## src/rtl/adxl362_spi_responder.sv

```systemverilog
// ADXL362 register-interface emulator: SPI mode-0 device end, oversampled on iclk.
// Implements 0x0A write / 0x0B read with address auto-increment, ID registers,
// coherent X/Y/Z shadow snapshot per transaction and the POWER_CTL register.
module adxl362_spi_responder #(
  parameter int unsigned SYNC_STAGES = 2,
  parameter logic [7:0]  DEVID_AD    = 8'hAD,
  parameter logic [7:0]  DEVID_MST   = 8'h1D,
  parameter logic [7:0]  PARTID      = 8'hF2,
  parameter logic [7:0]  REVID       = 8'h01
) (
  input  logic        iclk,
  input  logic        rst,
  input  logic        sclk,
  input  logic        cs,
  input  logic        mosi,
  output logic        miso,
  output logic        miso_oe,
  input  logic [15:0] x_sample,
  input  logic [15:0] y_sample,
  input  logic [15:0] z_sample,
  output logic [7:0]  power_ctl,
  output logic        measure,
  output logic        reg_wr,
  output logic [7:0]  reg_wr_addr,
  output logic [7:0]  reg_wr_data
);

  typedef enum logic [2:0] {
    S_IDLE   = 3'd0,
    S_CMD    = 3'd1,
    S_ADDR   = 3'd2,
    S_WDATA  = 3'd3,
    S_RDATA  = 3'd4,
    S_IGNORE = 3'd5
  } state_e;

  localparam logic [7:0] CMD_WRITE   = 8'h0A;
  localparam logic [7:0] CMD_READ    = 8'h0B;
  localparam logic [7:0] ADDR_PCTL   = 8'h2D;
  localparam logic [7:0] ADDR_SRST   = 8'h1F;
  localparam logic [7:0] SRST_KEY    = 8'h52;

  // Synchronizer and edge-detect state
  logic [SYNC_STAGES-1:0] sclk_sync_q;
  logic [SYNC_STAGES-1:0] cs_sync_q;
  logic [SYNC_STAGES-1:0] mosi_sync_q;
  logic [SYNC_STAGES-1:0] settle_q;
  logic                   sclk_prev_q;
  logic                   cs_prev_q;
  logic                   cs_armed_q;

  logic sclk_s;
  logic cs_s;
  logic mosi_s;
  logic rise_p;
  logic fall_p;
  logic cs_fall_p;
  logic cs_rise_p;
  logic byte_done;
  logic [7:0] rx_byte;

  // Protocol state
  state_e      state_q,       state_d;
  logic        mode_wr_q,     mode_wr_d;
  logic [7:0]  addr_q,        addr_d;
  logic [6:0]  rx_sh_q,       rx_sh_d;
  logic [2:0]  bit_cnt_q,     bit_cnt_d;
  logic [7:0]  tx_sh_q,       tx_sh_d;
  logic        miso_q,        miso_d;
  logic        miso_oe_q,     miso_oe_d;
  logic [15:0] x_sh_q,        x_sh_d;
  logic [15:0] y_sh_q,        y_sh_d;
  logic [15:0] z_sh_q,        z_sh_d;
  logic [7:0]  power_ctl_q,   power_ctl_d;
  logic        measure_q,     measure_d;
  logic        reg_wr_q,      reg_wr_d;
  logic [7:0]  reg_wr_addr_q, reg_wr_addr_d;
  logic [7:0]  reg_wr_data_q, reg_wr_data_d;

  // Register read map; unmapped addresses read as zero.
  function automatic logic [7:0] read_reg(
    input logic [7:0]  a,
    input logic [15:0] xs,
    input logic [15:0] ys,
    input logic [15:0] zs,
    input logic [7:0]  pc
  );
    logic [7:0] r;
    case (a)
      8'h00:   r = DEVID_AD;
      8'h01:   r = DEVID_MST;
      8'h02:   r = PARTID;
      8'h03:   r = REVID;
      8'h0E:   r = xs[7:0];
      8'h0F:   r = xs[15:8];
      8'h10:   r = ys[7:0];
      8'h11:   r = ys[15:8];
      8'h12:   r = zs[7:0];
      8'h13:   r = zs[15:8];
      8'h2D:   r = pc;
      default: r = 8'h00;
    endcase
    return r;
  endfunction

  assign sclk_s    = sclk_sync_q[SYNC_STAGES-1];
  assign cs_s      = cs_sync_q[SYNC_STAGES-1];
  assign mosi_s    = mosi_sync_q[SYNC_STAGES-1];
  assign rise_p    = sclk_s & ~sclk_prev_q;
  assign fall_p    = ~sclk_s & sclk_prev_q;
  // A cs falling edge only counts once cs has been seen high after reset, so a
  // transaction already in progress when rst releases is ignored to its end.
  assign cs_fall_p = cs_prev_q & ~cs_s & cs_armed_q;
  assign cs_rise_p = ~cs_prev_q & cs_s;
  assign rx_byte   = {rx_sh_q, mosi_s};
  assign byte_done = (state_q != S_IDLE) & ~cs_s & rise_p & (bit_cnt_q == 3'd7);

  // Pin synchronizers, delayed copies for edge detection and the post-reset cs arm.
  always_ff @(posedge iclk) begin
    if (rst) begin
      sclk_sync_q <= '0;
      cs_sync_q   <= '1;
      mosi_sync_q <= '0;
      settle_q    <= '0;
      sclk_prev_q <= 1'b0;
      cs_prev_q   <= 1'b1;
      cs_armed_q  <= 1'b0;
    end else begin
      if (SYNC_STAGES > 1) begin
        sclk_sync_q <= {sclk_sync_q[SYNC_STAGES-2:0], sclk};
        cs_sync_q   <= {cs_sync_q[SYNC_STAGES-2:0], cs};
        mosi_sync_q <= {mosi_sync_q[SYNC_STAGES-2:0], mosi};
        settle_q    <= {settle_q[SYNC_STAGES-2:0], 1'b1};
      end else begin
        sclk_sync_q <= sclk;
        cs_sync_q   <= cs;
        mosi_sync_q <= mosi;
        settle_q    <= 1'b1;
      end
      sclk_prev_q <= sclk_s;
      cs_prev_q   <= cs_s;
      // settle_q top bit means the cs tap now holds a real post-reset sample
      cs_armed_q  <= cs_armed_q | (settle_q[SYNC_STAGES-1] & cs_s);
    end
  end

  // Bit engine, protocol FSM, register writes and snapshot next-state logic.
  always_comb begin
    state_d       = state_q;
    mode_wr_d     = mode_wr_q;
    addr_d        = addr_q;
    rx_sh_d       = rx_sh_q;
    bit_cnt_d     = bit_cnt_q;
    tx_sh_d       = tx_sh_q;
    miso_d        = miso_q;
    miso_oe_d     = ~cs_s;
    x_sh_d        = x_sh_q;
    y_sh_d        = y_sh_q;
    z_sh_d        = z_sh_q;
    power_ctl_d   = power_ctl_q;
    reg_wr_d      = 1'b0;
    reg_wr_addr_d = reg_wr_addr_q;
    reg_wr_data_d = reg_wr_data_q;

    // Snapshot the samples at the start of each transaction.
    if (cs_fall_p) begin
      x_sh_d = x_sample;
      y_sh_d = y_sample;
      z_sh_d = z_sample;
    end else begin
      x_sh_d = x_sh_q;
      y_sh_d = y_sh_q;
      z_sh_d = z_sh_q;
    end

    // Shift in on sclk rise, shift out on sclk fall; miso held low otherwise.
    if ((state_q != S_IDLE) && !cs_s) begin
      if (rise_p) begin
        rx_sh_d   = rx_byte[6:0];
        bit_cnt_d = bit_cnt_q + 3'd1;
      end else if (fall_p) begin
        miso_d  = tx_sh_q[7];
        tx_sh_d = {tx_sh_q[6:0], 1'b0};
      end else begin
        miso_d = miso_q;
      end
    end else begin
      miso_d = 1'b0;
    end

    if (cs_rise_p) begin
      // End of transaction wins over a coincident byte_done; partial byte dropped.
      state_d   = S_IDLE;
      bit_cnt_d = 3'd0;
      rx_sh_d   = 7'd0;
      tx_sh_d   = 8'h00;
    end else begin
      case (state_q)
        S_IDLE: begin
          if (cs_fall_p) begin
            state_d   = S_CMD;
            bit_cnt_d = 3'd0;
            rx_sh_d   = 7'd0;
            tx_sh_d   = 8'h00;
          end else begin
            state_d = S_IDLE;
          end
        end
        S_CMD: begin
          if (byte_done) begin
            if (rx_byte == CMD_WRITE) begin
              mode_wr_d = 1'b1;
              state_d   = S_ADDR;
            end else if (rx_byte == CMD_READ) begin
              mode_wr_d = 1'b0;
              state_d   = S_ADDR;
            end else begin
              state_d = S_IGNORE;
            end
          end else begin
            state_d = S_CMD;
          end
        end
        S_ADDR: begin
          if (byte_done) begin
            if (mode_wr_q) begin
              addr_d  = rx_byte;
              state_d = S_WDATA;
            end else begin
              tx_sh_d = read_reg(rx_byte, x_sh_q, y_sh_q, z_sh_q, power_ctl_q);
              addr_d  = rx_byte + 8'd1;
              state_d = S_RDATA;
            end
          end else begin
            state_d = S_ADDR;
          end
        end
        S_WDATA: begin
          if (byte_done) begin
            // Only POWER_CTL and the soft-reset key are accepted writes.
            if (addr_q == ADDR_PCTL) begin
              power_ctl_d   = rx_byte;
              reg_wr_d      = 1'b1;
              reg_wr_addr_d = addr_q;
              reg_wr_data_d = rx_byte;
            end else if ((addr_q == ADDR_SRST) && (rx_byte == SRST_KEY)) begin
              power_ctl_d   = 8'h00;
              reg_wr_d      = 1'b1;
              reg_wr_addr_d = addr_q;
              reg_wr_data_d = rx_byte;
            end else begin
              reg_wr_d = 1'b0;
            end
            addr_d = addr_q + 8'd1;
          end else begin
            state_d = S_WDATA;
          end
        end
        S_RDATA: begin
          if (byte_done) begin
            tx_sh_d = read_reg(addr_q, x_sh_q, y_sh_q, z_sh_q, power_ctl_q);
            addr_d  = addr_q + 8'd1;
          end else begin
            state_d = S_RDATA;
          end
        end
        S_IGNORE: begin
          tx_sh_d = 8'h00;
          state_d = S_IGNORE;
        end
        default: begin
          state_d = S_IDLE;
          tx_sh_d = 8'h00;
        end
      endcase
    end

    measure_d = (power_ctl_d[1:0] == 2'b10);
  end

  // Protocol state, registered outputs and shadows.
  always_ff @(posedge iclk) begin
    if (rst) begin
      state_q       <= S_IDLE;
      mode_wr_q     <= 1'b0;
      addr_q        <= 8'h00;
      rx_sh_q       <= 7'd0;
      bit_cnt_q     <= 3'd0;
      tx_sh_q       <= 8'h00;
      miso_q        <= 1'b0;
      miso_oe_q     <= 1'b0;
      x_sh_q        <= 16'h0000;
      y_sh_q        <= 16'h0000;
      z_sh_q        <= 16'h0000;
      power_ctl_q   <= 8'h00;
      measure_q     <= 1'b0;
      reg_wr_q      <= 1'b0;
      reg_wr_addr_q <= 8'h00;
      reg_wr_data_q <= 8'h00;
    end else begin
      state_q       <= state_d;
      mode_wr_q     <= mode_wr_d;
      addr_q        <= addr_d;
      rx_sh_q       <= rx_sh_d;
      bit_cnt_q     <= bit_cnt_d;
      tx_sh_q       <= tx_sh_d;
      miso_q        <= miso_d;
      miso_oe_q     <= miso_oe_d;
      x_sh_q        <= x_sh_d;
      y_sh_q        <= y_sh_d;
      z_sh_q        <= z_sh_d;
      power_ctl_q   <= power_ctl_d;
      measure_q     <= measure_d;
      reg_wr_q      <= reg_wr_d;
      reg_wr_addr_q <= reg_wr_addr_d;
      reg_wr_data_q <= reg_wr_data_d;
    end
  end

  assign miso        = miso_q;
  assign miso_oe     = miso_oe_q;
  assign power_ctl   = power_ctl_q;
  assign measure     = measure_q;
  assign reg_wr      = reg_wr_q;
  assign reg_wr_addr = reg_wr_addr_q;
  assign reg_wr_data = reg_wr_data_q;

endmodule

```

## config.mk

```make
export PLATFORM = sky130hd
export DESIGN_NAME = adxl362_spi_responder
export DESIGN_NICKNAME = d
export VERILOG_FILES = /design/src/rtl/adxl362_spi_responder.sv
export SDC_FILE = /design/constraint.sdc
export NUM_CORES = 1
export LEC_CHECK = 0
export ABC_AREA = 1
export CORE_MARGIN = 1
export CORE_UTILIZATION = 30
export CTS_CLUSTER_DIAMETER = 120
export CTS_CLUSTER_SIZE = 16
export DETAILED_ROUTE_END_ITERATION = 10
export SYNTH_ARGS = -nofsm -noshare
export SYNTH_HDL_FRONTEND = slang
export SYNTH_SLANG_ARGS = --single-unit
```

## constraint.sdc

```tcl
create_clock -name iclk -period 4.48 [get_ports iclk]
set_clock_uncertainty 0.05 [all_clocks]
set_input_delay 0.672 -clock iclk [delete_from_list [all_inputs] [get_ports iclk]]
set_output_delay 0.672 -clock iclk [all_outputs]
set_load 0.02 [all_outputs]
```

==> impl_metrics.sql <==
INSERT INTO impl_metrics (metric_group, metric, value, unit) VALUES
('clocking', 'clock_latency_late_sink', '430', 'ps'),
('detailed_routing', 'drt_pre_antenna_iters', '6', ''),
('critical_path', 'timing.critical_path.max_delay_family', 'simple AND/OR/NAND/NOR gates', ''),
('min_path', 'hold_path_depth', '2', ''),
('critical_path', 'crit_path_start_kind', 'flip-flop', ''),
('detailed_routing', 'avgViaCountPerCell', '4.92', ''),
('clocking', 'htreeDepth', '4', ''),
('clocking', 'cts_root_buffer', 'clkbuf_16', ''),
('grt', 'globalRouteOverflowTotal', '0', ''),
('yosys', 'total_of_flip_flops_plus_latches_after_synthesis', '117', ''),
('power', 'vdd_ir_drop_max', '238', 'µV'),
('sta', 'timing.fmax', '408', 'MHz'),
('detailed_routing', 'drt-total-wl', '19700', 'µm'),
('critical_path', 'worst-r2r-cell-count', '10', ''),
('yosys', 'post_synthesis_instance_area', '6290', 'µm²'),
('critical_path', 'timing.setup.critical_path_class', 'reg -> reg', ''),
('floorplanning', 'io_pins', '81', ''),
('power', 'powerDensity', '316', 'nW/µm²'),
('sta', 'final_max_slew_viol_count', '0', ''),
('clocking', 'cts.clk_slew.worst_paths', '60', 'ps'),
('yosys', 'nets_in_the_synthesized_netlist', '1014', ''),
('detailed_routing', 'wl_per_cell', '15.2', 'µm'),
('critical_path', 'crit_top_cell', 'nand2_1', ''),
('sta', 'hold_violations', '0', ''),
('sta', 'setup_total_negative_slack', '0', 'ps'),
('critical_path', 'critPathRequiredTime', '4810', 'ps'),
('detailed_routing', 'count_of_unresolved_drc_violations_after_routing', '0', ''),
('floorplanning', 'placementRows', '52', ''),
('clocking', 'clk_path_buf_depth', '2', ''),
('flow_run', 'cap_viol_max_count', '0', ''),
('critical_path', 'cp.buffers_inverters', '1', ''),
('finish', 'final_core_utilization', '0.384', ''),
('placement', 'detailed_place.area', '7270', 'µm²'),
('clocking', 'ctsResizeCount', '0', ''),
('critical_path', 'worstReg2RegStart', 'addr_q[4]', ''),
('critical_path', 'timing.reg2reg.setup_slack', '2030', 'ps'),
('placement', 'io_buffers', '80', ''),
('sta', 'period_minus_slack', '2450', 'ps'),
('sta', 'tightestPinTransition', '771', 'ps'),
('sta', 'final_min_period_over_clock_period', '0.547', ''),
('yosys', 'sequential_to_total_area_share_from_yosys_stat', '0.372', ''),
('finish', 'fillCellCount', '2190', ''),
('floorplanning', 'floorplan.initialDensity', '0.308', ''),
('yosys', 'synthesis.yosys.warnings', '0', ''),
('critical_path', 'reg2reg_to', 'tx_sh_q[5]', ''),
('critical_path', 'worstPathCellList', 'nand2_1 > nor2_4 > nand2_1 > o21ai_0 > nor2_1 > nand2_1 > nand3_1 > nand3_1 > nand2_1 > inv_1', ''),
('min_path', 'timing.hold.worst.class', 'reg -> reg', ''),
('clocking', 'cts_num_sinks', '117', ''),
('grt', 'number_of_antenna_violations_at_the_first_check_in_global_routing', '0', ''),
('grt', 'grt_pass1_wl', '31400', 'µm'),
('status', 'outcome', 'finished, final reports clean', ''),
('critical_path', 'worstPathMaxFanout', '26', ''),
('critical_path', 'slowest_stage', 'dfxtp_1', ''),
('finish', 'area.growth.synth_to_final', '24.6', '%'),
('yosys', 'synth_cell_type_count', '39', ''),
('clocking', 'cts_tree', 'built', ''),
('grt', 'largest_net_degree_at_the_start_of_global_routing', '67', ''),
('min_path', 'hold_path_startpoint', 'sclk_sync_q[0]', ''),
('placement', 'globalplace.congestion', '0.931', ''),
('sta', 'slew_headroom', '0.484', ''),
('finish', 'drive_gt1_frac', '0.0972', ''),
('sta', 'grt_setup_unrepaired', 'no', ''),
('detailed_routing', 'route.vias.total', '6395', ''),
('floorplanning', 'die_h', '147', 'µm'),
('critical_path', 'critPathMaxStageDelay', '540', 'ps'),
('placement', 'detailed_place_hpwl', '14700', 'µm'),
('critical_path', 'crit_arrival', '2780', 'ps'),
('grt', 'grtUsageTotal', '0.187', ''),
('clocking', 'cts_setup_buffers', '0', ''),
('clocking', 'holdBufCountCts', '0', ''),
('floorplanning', 'design.die.area', '21600', 'µm²');
## worst register-to-register path: cells and delay by family (launching register included)
family	cells	cell delay (ps)
AOI/OAI and AO/OA	1	290
buffers and inverters	1	50
and+or+nand+nor	8	1460
DFF	1	540
## Yosys cell counts (all sizes together)
| master | n | area (µm²) |
|---|---|---|
| nand3b | 2 | 15.0 |
| xnor2 | 1 | 8.76 |
| clkinv | 2 | 7.51 |
| a31oi | 5 | 31.3 |
| a21oi | 62 | 314 |
| nor2 | 169 | 722 |
| o21ai | 104 | 524 |
| or2 | 4 | 25.0 |
| clkbuf | 19 | 71.3 |
| mux2 | 1 | 11.3 |
| ha | 10 | 125 |
| inv | 90 | 338 |
| a211oi | 2 | 15.0 |
| nor3 | 11 | 87.6 |
| nand2 | 191 | 772 |
| nand3 | 130 | 666 |
| o211a | 1 | 10.0 |
| buf | 19 | 123 |
| dfxtp | 117 | 2340 |
| nor4 | 1 | 12.5 |
| o22ai | 1 | 6.26 |
| xor2 | 3 | 26.3 |
| nand4 | 4 | 25.0 |
| o211ai | 1 | 7.51 |
| o31ai | 1 | 7.51 |
## sequential cells by signal, indices dropped and copies added (netlist names), 2 cells and up
name	flops
state_q	3
addr_q	8
tx_sh_q	8
rx_sh_q	7
bit_cnt_q	3
reg_wr_addr	8
settle_q	2
y_sh_q	16
power_ctl	8
x_sh_q	16
sclk_sync_q	2
cs_sync_q	2
reg_wr_data	8
z_sh_q	16
mosi_sync_q	2
## routing by layer
metal | routed length [µm] | track usage
met5 | 0 | 0
met3 | 1060 | 0.0323
met4 | 333 | 0.0625
met1 | 9080 | 0.251
met2 | 9260 | 0.301
## power by group
part	internal [µW]	total, µW	switching [µW]
clock	796	1310	515
combinational	55.8	106	49.9
sequential	1050	1060	9.80
total	1910	2480	575
## cell usage in the layout (no fill, tap or decap), types with 9 or more instances in the layout
master | Yosys | final
a21oi_1 | 61 | 61
nand3_1 | 127 | 127
dfxtp_1 | 117 | 117
nor2_1 | 152 | 152
nand2_2 | 13 | 13
ha_1 | 10 | 10
clkbuf_16 | 0 | 17
nand2_1 | 175 | 175
inv_2 | 15 | 16
o21ai_0 | 98 | 98
nor2_4 | 9 | 9
clkdlybuf4s50_1 | 0 | 80
inv_1 | 75 | 74
## per-stage QoR
step / worst slack, ps / power (µW) / std cells
floorplan: 2760 / 1130 / 951
detailed placement: 1940 / 1190 / 1267
global route: 1780 / 2570 / 1299
global placement: 1950 / 1190 / 1267
CTS: 2040 / 2500 / 1299
finish: 2030 / 2480 / 1299
## area by class of cell
class | instances | area, µm² | area share
multi-input combinational | 704 | 3410 | 0.435
sequential | 117 | 2340 | 0.299
clock inverter | 13 | 121 | 0.0155
tap | 270 | 338 | 0.0431
clock buffer | 19 | 453 | 0.0578
timing repair buffer | 84 | 831 | 0.106
inverter | 92 | 345 | 0.0440
## cells by family (layout without fill, tap and decap cells)
logic type               after synthesis  in the layout  share of synthesized area
XOR/XNOR                               4              4                    0.00557
AO/OA/AOI/OAI                        177            177                      0.146
adder cells (fa/ha/maj)               10             10                     0.0199
flip-flops                           117            117                      0.372
multiplexers                           1              1                    0.00179
buffers and inverters                130            208                     0.0857
AND/OR/NAND/NOR                      512            512                      0.369
## how the worst max path moves through the flow
stage,start,cells after the start,slack (ps),endpoint
after CTS,mosi_sync_q[1],11,2040,power_ctl[0]
after global placement,rst,7,1950,state_q[2]
after detailed placement,rst,7,1940,tx_sh_q[1]
after floorplan,mosi_sync_q[1],12,2760,tx_sh_q[6]
after global routing,state_q[0],9,1780,reg_wr_data[1]
final,addr_q[4],10,2030,tx_sh_q[5]
Power figures use the tool's default switching activity.
